## config.mk

```make
export PLATFORM = sky130hd
export DESIGN_NAME = video_rect_fill
export DESIGN_NICKNAME = d
export VERILOG_FILES = /design/src/rtl/video_rect_fill_pkg.sv /design/src/rtl/video_rect_fill.sv
export SDC_FILE = /design/constraint.sdc
export NUM_CORES = 1
export LEC_CHECK = 0
export ABC_AREA = 1
export ABC_CLOCK_PERIOD_IN_PS = 1850
export CORE_AREA = 2 2 188 190
export DETAILED_ROUTE_END_ITERATION = 10
export DIE_AREA = 0 0 190 192
export SYNTH_ARGS = -nofsm -noshare
export SYNTH_HDL_FRONTEND = slang
export SYNTH_SLANG_ARGS = --single-unit
```

## constraint.sdc

```tcl
create_clock -name clk -period 1.85 [get_ports clk]
set_input_delay 0.2775 -clock clk [delete_from_list [all_inputs] [get_ports clk]]
set_output_delay 0.2775 -clock clk [all_outputs]
set_load 0.005 [all_outputs]
```

## src/rtl/video_rect_fill_pkg.sv

```systemverilog
// Register map, control/status bit positions and FSM states shared by video_rect_fill.
package video_rect_fill_pkg;

    localparam int unsigned COORD_W = 10;

    localparam logic [4:0] REG_P0     = 5'd0;
    localparam logic [4:0] REG_P1     = 5'd1;
    localparam logic [4:0] REG_COLOR  = 5'd2;
    localparam logic [4:0] REG_CTRL   = 5'd3;
    localparam logic [4:0] REG_STATUS = 5'd4;

    localparam int unsigned P_X_LSB = 0;
    localparam int unsigned P_Y_LSB = 16;

    localparam int unsigned CTRL_START = 0;
    localparam int unsigned CTRL_ABORT = 1;

    localparam int unsigned STATUS_BUSY  = 0;
    localparam int unsigned STATUS_DONE  = 1;
    localparam int unsigned STATUS_ERROR = 2;

    typedef enum logic [1:0] {
        StIdle,
        StSetup,
        StFill
    } state_e;

endpackage

```

## src/rtl/video_rect_fill.sv

```systemverilog
// Rectangle fill engine: FPro slot registers feed a scan-order pixel writer into the frame buffer.
// Define RECT_FILL_CLIP_EN to clamp the far corner to the screen instead of rejecting it.
module video_rect_fill
    import video_rect_fill_pkg::*;
#(
    parameter int unsigned H_SIZE = 640,
    parameter int unsigned V_SIZE = 480,
    parameter int unsigned DATA_W = 9,
    parameter int unsigned ADDR_W = 19
) (
    input  logic              clk,
    input  logic              reset_n,
    input  logic              cs,
    input  logic              write,
    input  logic              read,
    input  logic [4:0]        addr,
    input  logic [31:0]       wr_data,
    output logic [31:0]       rd_data,
    output logic              fb_wr,
    output logic [ADDR_W-1:0] fb_addr,
    output logic [DATA_W-1:0] fb_wr_data,
    input  logic              fb_ready
);

    localparam logic [COORD_W-1:0] X_MAX    = COORD_W'(H_SIZE - 1);
    localparam logic [COORD_W-1:0] Y_MAX    = COORD_W'(V_SIZE - 1);
    localparam logic [ADDR_W-1:0]  ROW_STEP = ADDR_W'(H_SIZE);

    // y * H_SIZE as a sum of constant shifts; folds to a few adders.
    function automatic logic [ADDR_W-1:0] times_h(input logic [COORD_W-1:0] y);
        logic [ADDR_W-1:0] acc;
        acc = '0;
        for (int i = 0; i < 32; i++) begin
            if (H_SIZE[i]) acc = acc + (ADDR_W'(y) << i);
        end
        return acc;
    endfunction

    state_e state_q, state_d;

    logic [COORD_W-1:0] x0_q, y0_q, x1_q, y1_q;
    logic [DATA_W-1:0]  color_q;

    logic [COORD_W-1:0] ax0_q, ay0_q, ax1_q, ay1_q;
    logic [COORD_W-1:0] ax0_d, ay0_d, ax1_d, ay1_d;
    logic [DATA_W-1:0]  acolor_q, acolor_d;

    logic [COORD_W-1:0] x_q, x_d, y_q, y_d;
    logic [ADDR_W-1:0]  row_base_q, row_base_d;
    logic               done_q, done_d, error_q, error_d;

    logic               reg_wr, ctrl_wr, start_cmd, abort_cmd, busy;
    logic               setup_err;
    logic [COORD_W-1:0] x1_lim, y1_lim;
    logic               unused_bits;

    assign unused_bits = ^{read, wr_data[31:26], wr_data[15:10]};

    assign reg_wr    = cs && write;
    assign ctrl_wr   = reg_wr && (addr == REG_CTRL);
    assign abort_cmd = ctrl_wr && wr_data[CTRL_ABORT];
    assign start_cmd = ctrl_wr && wr_data[CTRL_START] && !wr_data[CTRL_ABORT];
    assign busy      = (state_q != StIdle);

    always_ff @(posedge clk or negedge reset_n) begin
        if (!reset_n) begin
            x0_q    <= '0;
            y0_q    <= '0;
            x1_q    <= '0;
            y1_q    <= '0;
            color_q <= '0;
        end else if (reg_wr) begin
            case (addr)
                REG_P0: begin
                    x0_q <= wr_data[P_X_LSB +: COORD_W];
                    y0_q <= wr_data[P_Y_LSB +: COORD_W];
                end
                REG_P1: begin
                    x1_q <= wr_data[P_X_LSB +: COORD_W];
                    y1_q <= wr_data[P_Y_LSB +: COORD_W];
                end
                REG_COLOR: color_q <= wr_data[DATA_W-1:0];
                default: ;
            endcase
        end
    end

    always_comb begin
        rd_data = '0;
        case (addr)
            REG_P0: begin
                rd_data[P_X_LSB +: COORD_W] = x0_q;
                rd_data[P_Y_LSB +: COORD_W] = y0_q;
            end
            REG_P1: begin
                rd_data[P_X_LSB +: COORD_W] = x1_q;
                rd_data[P_Y_LSB +: COORD_W] = y1_q;
            end
            REG_COLOR: rd_data[DATA_W-1:0] = color_q;
            REG_STATUS: begin
                rd_data[STATUS_BUSY]  = busy;
                rd_data[STATUS_DONE]  = done_q;
                rd_data[STATUS_ERROR] = error_q;
            end
            default: ;
        endcase
    end

    // x0<=x1 has already been required, so the far corner bounds the whole rectangle.
    always_comb begin
        setup_err = (ax0_q > ax1_q) || (ay0_q > ay1_q);
`ifdef RECT_FILL_CLIP_EN
        setup_err = setup_err || (ax0_q > X_MAX) || (ay0_q > Y_MAX);
        x1_lim    = (ax1_q > X_MAX) ? X_MAX : ax1_q;
        y1_lim    = (ay1_q > Y_MAX) ? Y_MAX : ay1_q;
`else
        setup_err = setup_err || (ax1_q > X_MAX) || (ay1_q > Y_MAX);
        x1_lim    = ax1_q;
        y1_lim    = ay1_q;
`endif
    end

    always_comb begin
        state_d    = state_q;
        ax0_d      = ax0_q;
        ay0_d      = ay0_q;
        ax1_d      = ax1_q;
        ay1_d      = ay1_q;
        acolor_d   = acolor_q;
        x_d        = x_q;
        y_d        = y_q;
        row_base_d = row_base_q;
        done_d     = done_q;
        error_d    = error_q;

        case (state_q)
            StIdle: begin
                if (start_cmd) begin
                    done_d   = 1'b0;
                    error_d  = 1'b0;
                    ax0_d    = x0_q;
                    ay0_d    = y0_q;
                    ax1_d    = x1_q;
                    ay1_d    = y1_q;
                    acolor_d = color_q;
                    state_d  = StSetup;
                end
            end
            StSetup: begin
                if (abort_cmd) begin
                    state_d = StIdle;
                end else if (setup_err) begin
                    error_d = 1'b1;
                    state_d = StIdle;
                end else begin
                    ax1_d      = x1_lim;
                    ay1_d      = y1_lim;
                    row_base_d = times_h(ay0_q);
                    x_d        = ax0_q;
                    y_d        = ay0_q;
                    state_d    = StFill;
                end
            end
            StFill: begin
                if (abort_cmd) begin
                    state_d = StIdle;
                end else if (fb_ready) begin
                    if (x_q < ax1_q) begin
                        x_d = x_q + 1'b1;
                    end else if (y_q < ay1_q) begin
                        x_d        = ax0_q;
                        y_d        = y_q + 1'b1;
                        row_base_d = row_base_q + ROW_STEP;
                    end else begin
                        done_d  = 1'b1;
                        state_d = StIdle;
                    end
                end
            end
            default: state_d = StIdle;
        endcase

        fb_wr      = (state_q == StFill);
        fb_addr    = fb_wr ? (row_base_q + ADDR_W'(x_q)) : '0;
        fb_wr_data = fb_wr ? acolor_q : '0;
    end

    always_ff @(posedge clk or negedge reset_n) begin
        if (!reset_n) begin
            state_q    <= StIdle;
            ax0_q      <= '0;
            ay0_q      <= '0;
            ax1_q      <= '0;
            ay1_q      <= '0;
            acolor_q   <= '0;
            x_q        <= '0;
            y_q        <= '0;
            row_base_q <= '0;
            done_q     <= 1'b0;
            error_q    <= 1'b0;
        end else begin
            state_q    <= state_d;
            ax0_q      <= ax0_d;
            ay0_q      <= ay0_d;
            ax1_q      <= ax1_d;
            ay1_q      <= ay1_d;
            acolor_q   <= acolor_d;
            x_q        <= x_d;
            y_q        <= y_d;
            row_base_q <= row_base_d;
            done_q     <= done_d;
            error_q    <= error_d;
        end
    end

endmodule
```

==> impl_metrics.py <==
metrics = {
    "final_layout": {
        "finalInstanceArea_sq_um": 12680,
        "final_cells": 1878,
        "layout.nets": 1509,
        "largest-register": "row_base_q",
        "largest_reg_flops": 12,
        "antenna_cells": 0,
        "drive_above_1_share": 0.3099,
        "area_growth_pct": 49.82,
    },
    "setup_path": {
        "crit_path_end": "fb_addr[15]",
        "path_class": "reg2out",
        "r2r-start": "x_q[8]$_DFFE_PN0P_",
        "crit_top_cell": "a21o_1",
        "cp_slowest_cell": "dfrtp_1",
        "r2r_slack_ns": -0.26,
        "startpoint": "row_base_q[8]$_DFFE_PN0P_",
        "slowest_delay_ns": 0.42,
        "cp_data_required_time_ns": 1.57,
        "startpoint_type": "flop",
        "endpoint_kind": "output port",
        "cp.arrival_ns": 2.13,
        "r2r-end": "x_q[8]$_DFFE_PN0P_",
        "cp_max_fo": 3,
        "r2r_cells": 12,
        "path_cells": "ha_4 > a21o_1 > a21o_1 > nand2_2 > buf_6 > nor2_2 > nor2_1 > nor3_1 > buf_2",
    },
    "floorplan": {
        "top_level_ports": 104,
        "start_util": 0.2469,
        "die-area_sq_um": 36480,
        "rows": 68,
        "die_h_um": 192,
        "fp.dieW_um": 190,
        "core_sq_um": 34290,
    },
    "detailed_routing": {
        "firstDrtPassIters": 6,
        "initialDrtViolationCount": 720,
        "routed_wl_um": 26200,
        "met2_length_um": 11580,
        "wl_met1_um": 12820,
        "drc": 0,
        "dr_wl_met3_um": 1391,
        "ant_nets": 0,
        "post_drt_wl_per_cell_um": 13.95,
        "post_drt_via_cell_ratio": 4.524,
        "via_count": 8496,
        "top_layer_used": "met4",
    },
    "worst_hold_path": {
        "hp-class": "in2async",
    },
    "timing": {
        "fin_hold_ws_ns": 0.2755,
        "fin_crit_ns": 2.408,
        "hold_violations": 0,
        "max_freq_mhz": 415.3,
        "rsz0062_at_grt": "true",
        "tns_ns": -14.37,
        "slew_violations": 0,
        "setup_viol": 63,
        "period_share": 1.302,
        "postLayoutSetupSlackWorst_ns": -0.5581,
        "finClkSkew_ns": 0.01625,
    },
    "power": {
        "p_per_area_nw_per_um2": 947.9,
        "swShare": 0.3806,
        "p_switching_mw": 4.577,
        "fin_total_pwr_mw": 12.02,
        "p_seq_frac": 0.288,
        "p_leak_nw": 6.457,
        "p_int_mw": 7.448,
        "comb_power_share": 0.432,
        "ir_worst_vdd_mv": 0.5722,
        "p_clk_frac": 0.280,
    },
    "yosys": {
        "synth-seq-area-share": 0.3960,
        "yosys_register_bits": 134,
        "yosys_warnings": 0,
        "syn_area_sq_um": 8467,
        "avgSynthCellArea_sq_um": 7.337,
        "synth_cells": 1154,
        "yosysUniqueCellTypes": 43,
    },
    "grt": {
        "grt_antenna_before_repair": 0,
        "grt_overflow_total": 0,
        "grt_max_degree": 56,
        "grt_pass1_vias": 8238,
        "grt_pass1_wl_um": 42030,
        "grt_usage": 0.1436,
    },
    "placed_design": {
        "io_buffers": 78,
        "placedInstanceArea_sq_um": 10750,
        "place_inst": 1781,
        "dp_hpwl_um": 17820,
        "place.gp.congestion": 0.8244,
    },
    "cts": {
        "htree_levels": 4,
        "tritoncts": "done",
        "clock-sinks": 134,
        "clk_path_buf_depth": 2,
        "numCtsBuffers": 17,
        "cts-root-buf": "clkbuf_16",
        "clock_latency_ns": 0.43,
        "clk_pin_slew_ns": 0.07,
    },
    "status": {
        "violations": "setup timing",
        "status": "complete, but fails checks",
    },
    "flow_run": {
        "max_cap_violations": 0,
    },
}
==> critical path: cells and delay by family (launching register included) <==
family | cells | cell delay (ns)
flip-flops | 1 | 0.42
AND/OR/NAND/NOR | 4 | 0.39
AO/OA/AOI/OAI | 2 | 0.34
adder cells (fa/ha/maj) | 1 | 0.28
buffers and inverters | 2 | 0.28
==> cell usage after synthesis <==
library cell	number	area, sq um
a21boi_0	1	7.510
a21o_1	4	30.03
a21oi_1	27	135.1
a31oi_1	5	31.28
buf_1	4	15.01
buf_2	16	80.08
buf_4	14	105.1
clkbuf_1	18	67.56
clkbuf_2	1	5.000
clkinv_1	2	7.510
conb_1	1	3.750
dfrtp_1	134	3353
fa_1	1	20.02
ha_1	55	688.2
inv_1	155	581.8
inv_2	1	3.750
mux2_2	10	112.6
mux2i_1	1	10.01
nand2_1	383	1438
nand2_2	1	6.260
nand3_1	38	190.2
nand3_2	6	60.06
nand3b_1	10	75.07
nand4_1	39	244.0
nand4_2	1	12.51
nor2_1	50	187.7
nor2_2	3	18.77
nor3_1	16	80.08
nor3_2	1	10.01
nor3_4	1	16.27
nor3b_1	1	7.510
o2111ai_1	2	17.52
o211ai_1	1	7.510
o21a_1	1	7.510
o21ai_0	116	580.6
o21ai_1	1	5.000
o21bai_1	4	30.03
o221ai_1	6	52.55
o22ai_1	12	75.07
o31ai_1	1	7.510
or2_2	3	18.77
xnor2_1	3	26.28
xor2_1	4	35.03
==> cells in the final DEF (no fill, tap or decap), types with 19 or more instances in the layout <==
cell type and count:
nand2_1 341, buf_4 139, dfrtp_1 133, inv_1 120, o21ai_0 106, buf_6 52, ha_1 40, nand4_1 39
nor2_1 36, inv_2 34, nand3_1 30, nand2_2 25, clkdlybuf4s50_1 23, a21oi_1 22, buf_2 20, clkbuf_16 19
==> kinds of logic (layout without fill, tap and decap cells) <==
logic type               count (synthesis)  count (layout)  synth area share
adder cells (fa/ha/maj)                 56              56           0.08364
multiplexers                            11              11           0.01448
AND/OR/NAND/NOR                        553             554            0.2793
AO/OA/AOI/OAI                          181             181            0.1166
buffers and inverters                  211             468            0.1023
other                                    1              12         0.0004429
XOR/XNOR                                 7               7          0.007241
flip-flops                             134             134            0.3960
==> through the flow <==
step                      worst slack (ns)  utilization
final                              -0.5581       0.3699
after global routing               -0.6509       0.3699
after CTS                          -0.5940       0.3522
after detailed placement           -0.6334       0.3134
after global placement             -0.6305       0.3134
after floorplan                    0.01879            -
==> power by group through the flow <==
stage	clock network (mW)	registers [mW]	logic [mW]
floorplan	0	3.48	1.93
global placement	0	3.48	3.37
detailed placement	0	3.49	3.42
CTS	3.43	3.45	4.62
global route	3.55	3.49	5.63
finish	3.37	3.46	5.19
==> routing by layer <==
metal,track usage,vias to the layer above
met4,0.04144,0
met5,0,-
met3,0.02028,32
met2,0.2216,259
met1,0.2077,3954
li1,-,4251
==> how the worst min path moves through the flow <==
stage             from                       to  slack (ns)  cells after the start
2_1_floorplan  reset_n  acolor_q[0]$_DFFE_PN0P_       -0.02                      0
3_3_place_gp   reset_n   color_q[6]$_DFFE_PN0P_        0.21                      1
3_5_place_dp   reset_n   color_q[6]$_DFFE_PN0P_        0.21                      1
4_1_cts        reset_n   color_q[6]$_DFFE_PN0P_        0.28                      2
5_1_grt        reset_n      x1_q[6]$_DFFE_PN0P_        0.31                      2
6_report       reset_n   color_q[6]$_DFFE_PN0P_        0.28                      2
==> cell type report <==
cell class	count	area, sq um
Clock buffer	18	439.2
Clock inverter	14	133.9
Fill cell	3456	21600
Inverter	158	600.6
Multi-Input combinational cell	821	5029
Sequential cell	134	3354
Tap cell	455	569.3
Timing Repair Buffer	278	2559
==> repair_timing <==
item | CTS | global route
setup endpoints to repair | 85 | 93
resized for setup | 312 | 135
hold buffers | 1 | 0
endpoints found under the hold margin | 20 | 0
setup buffers | 44 | 22
gates cloned | 5 | 2
pin swaps | 35 | 50
Power figures use the tool's default switching activity.
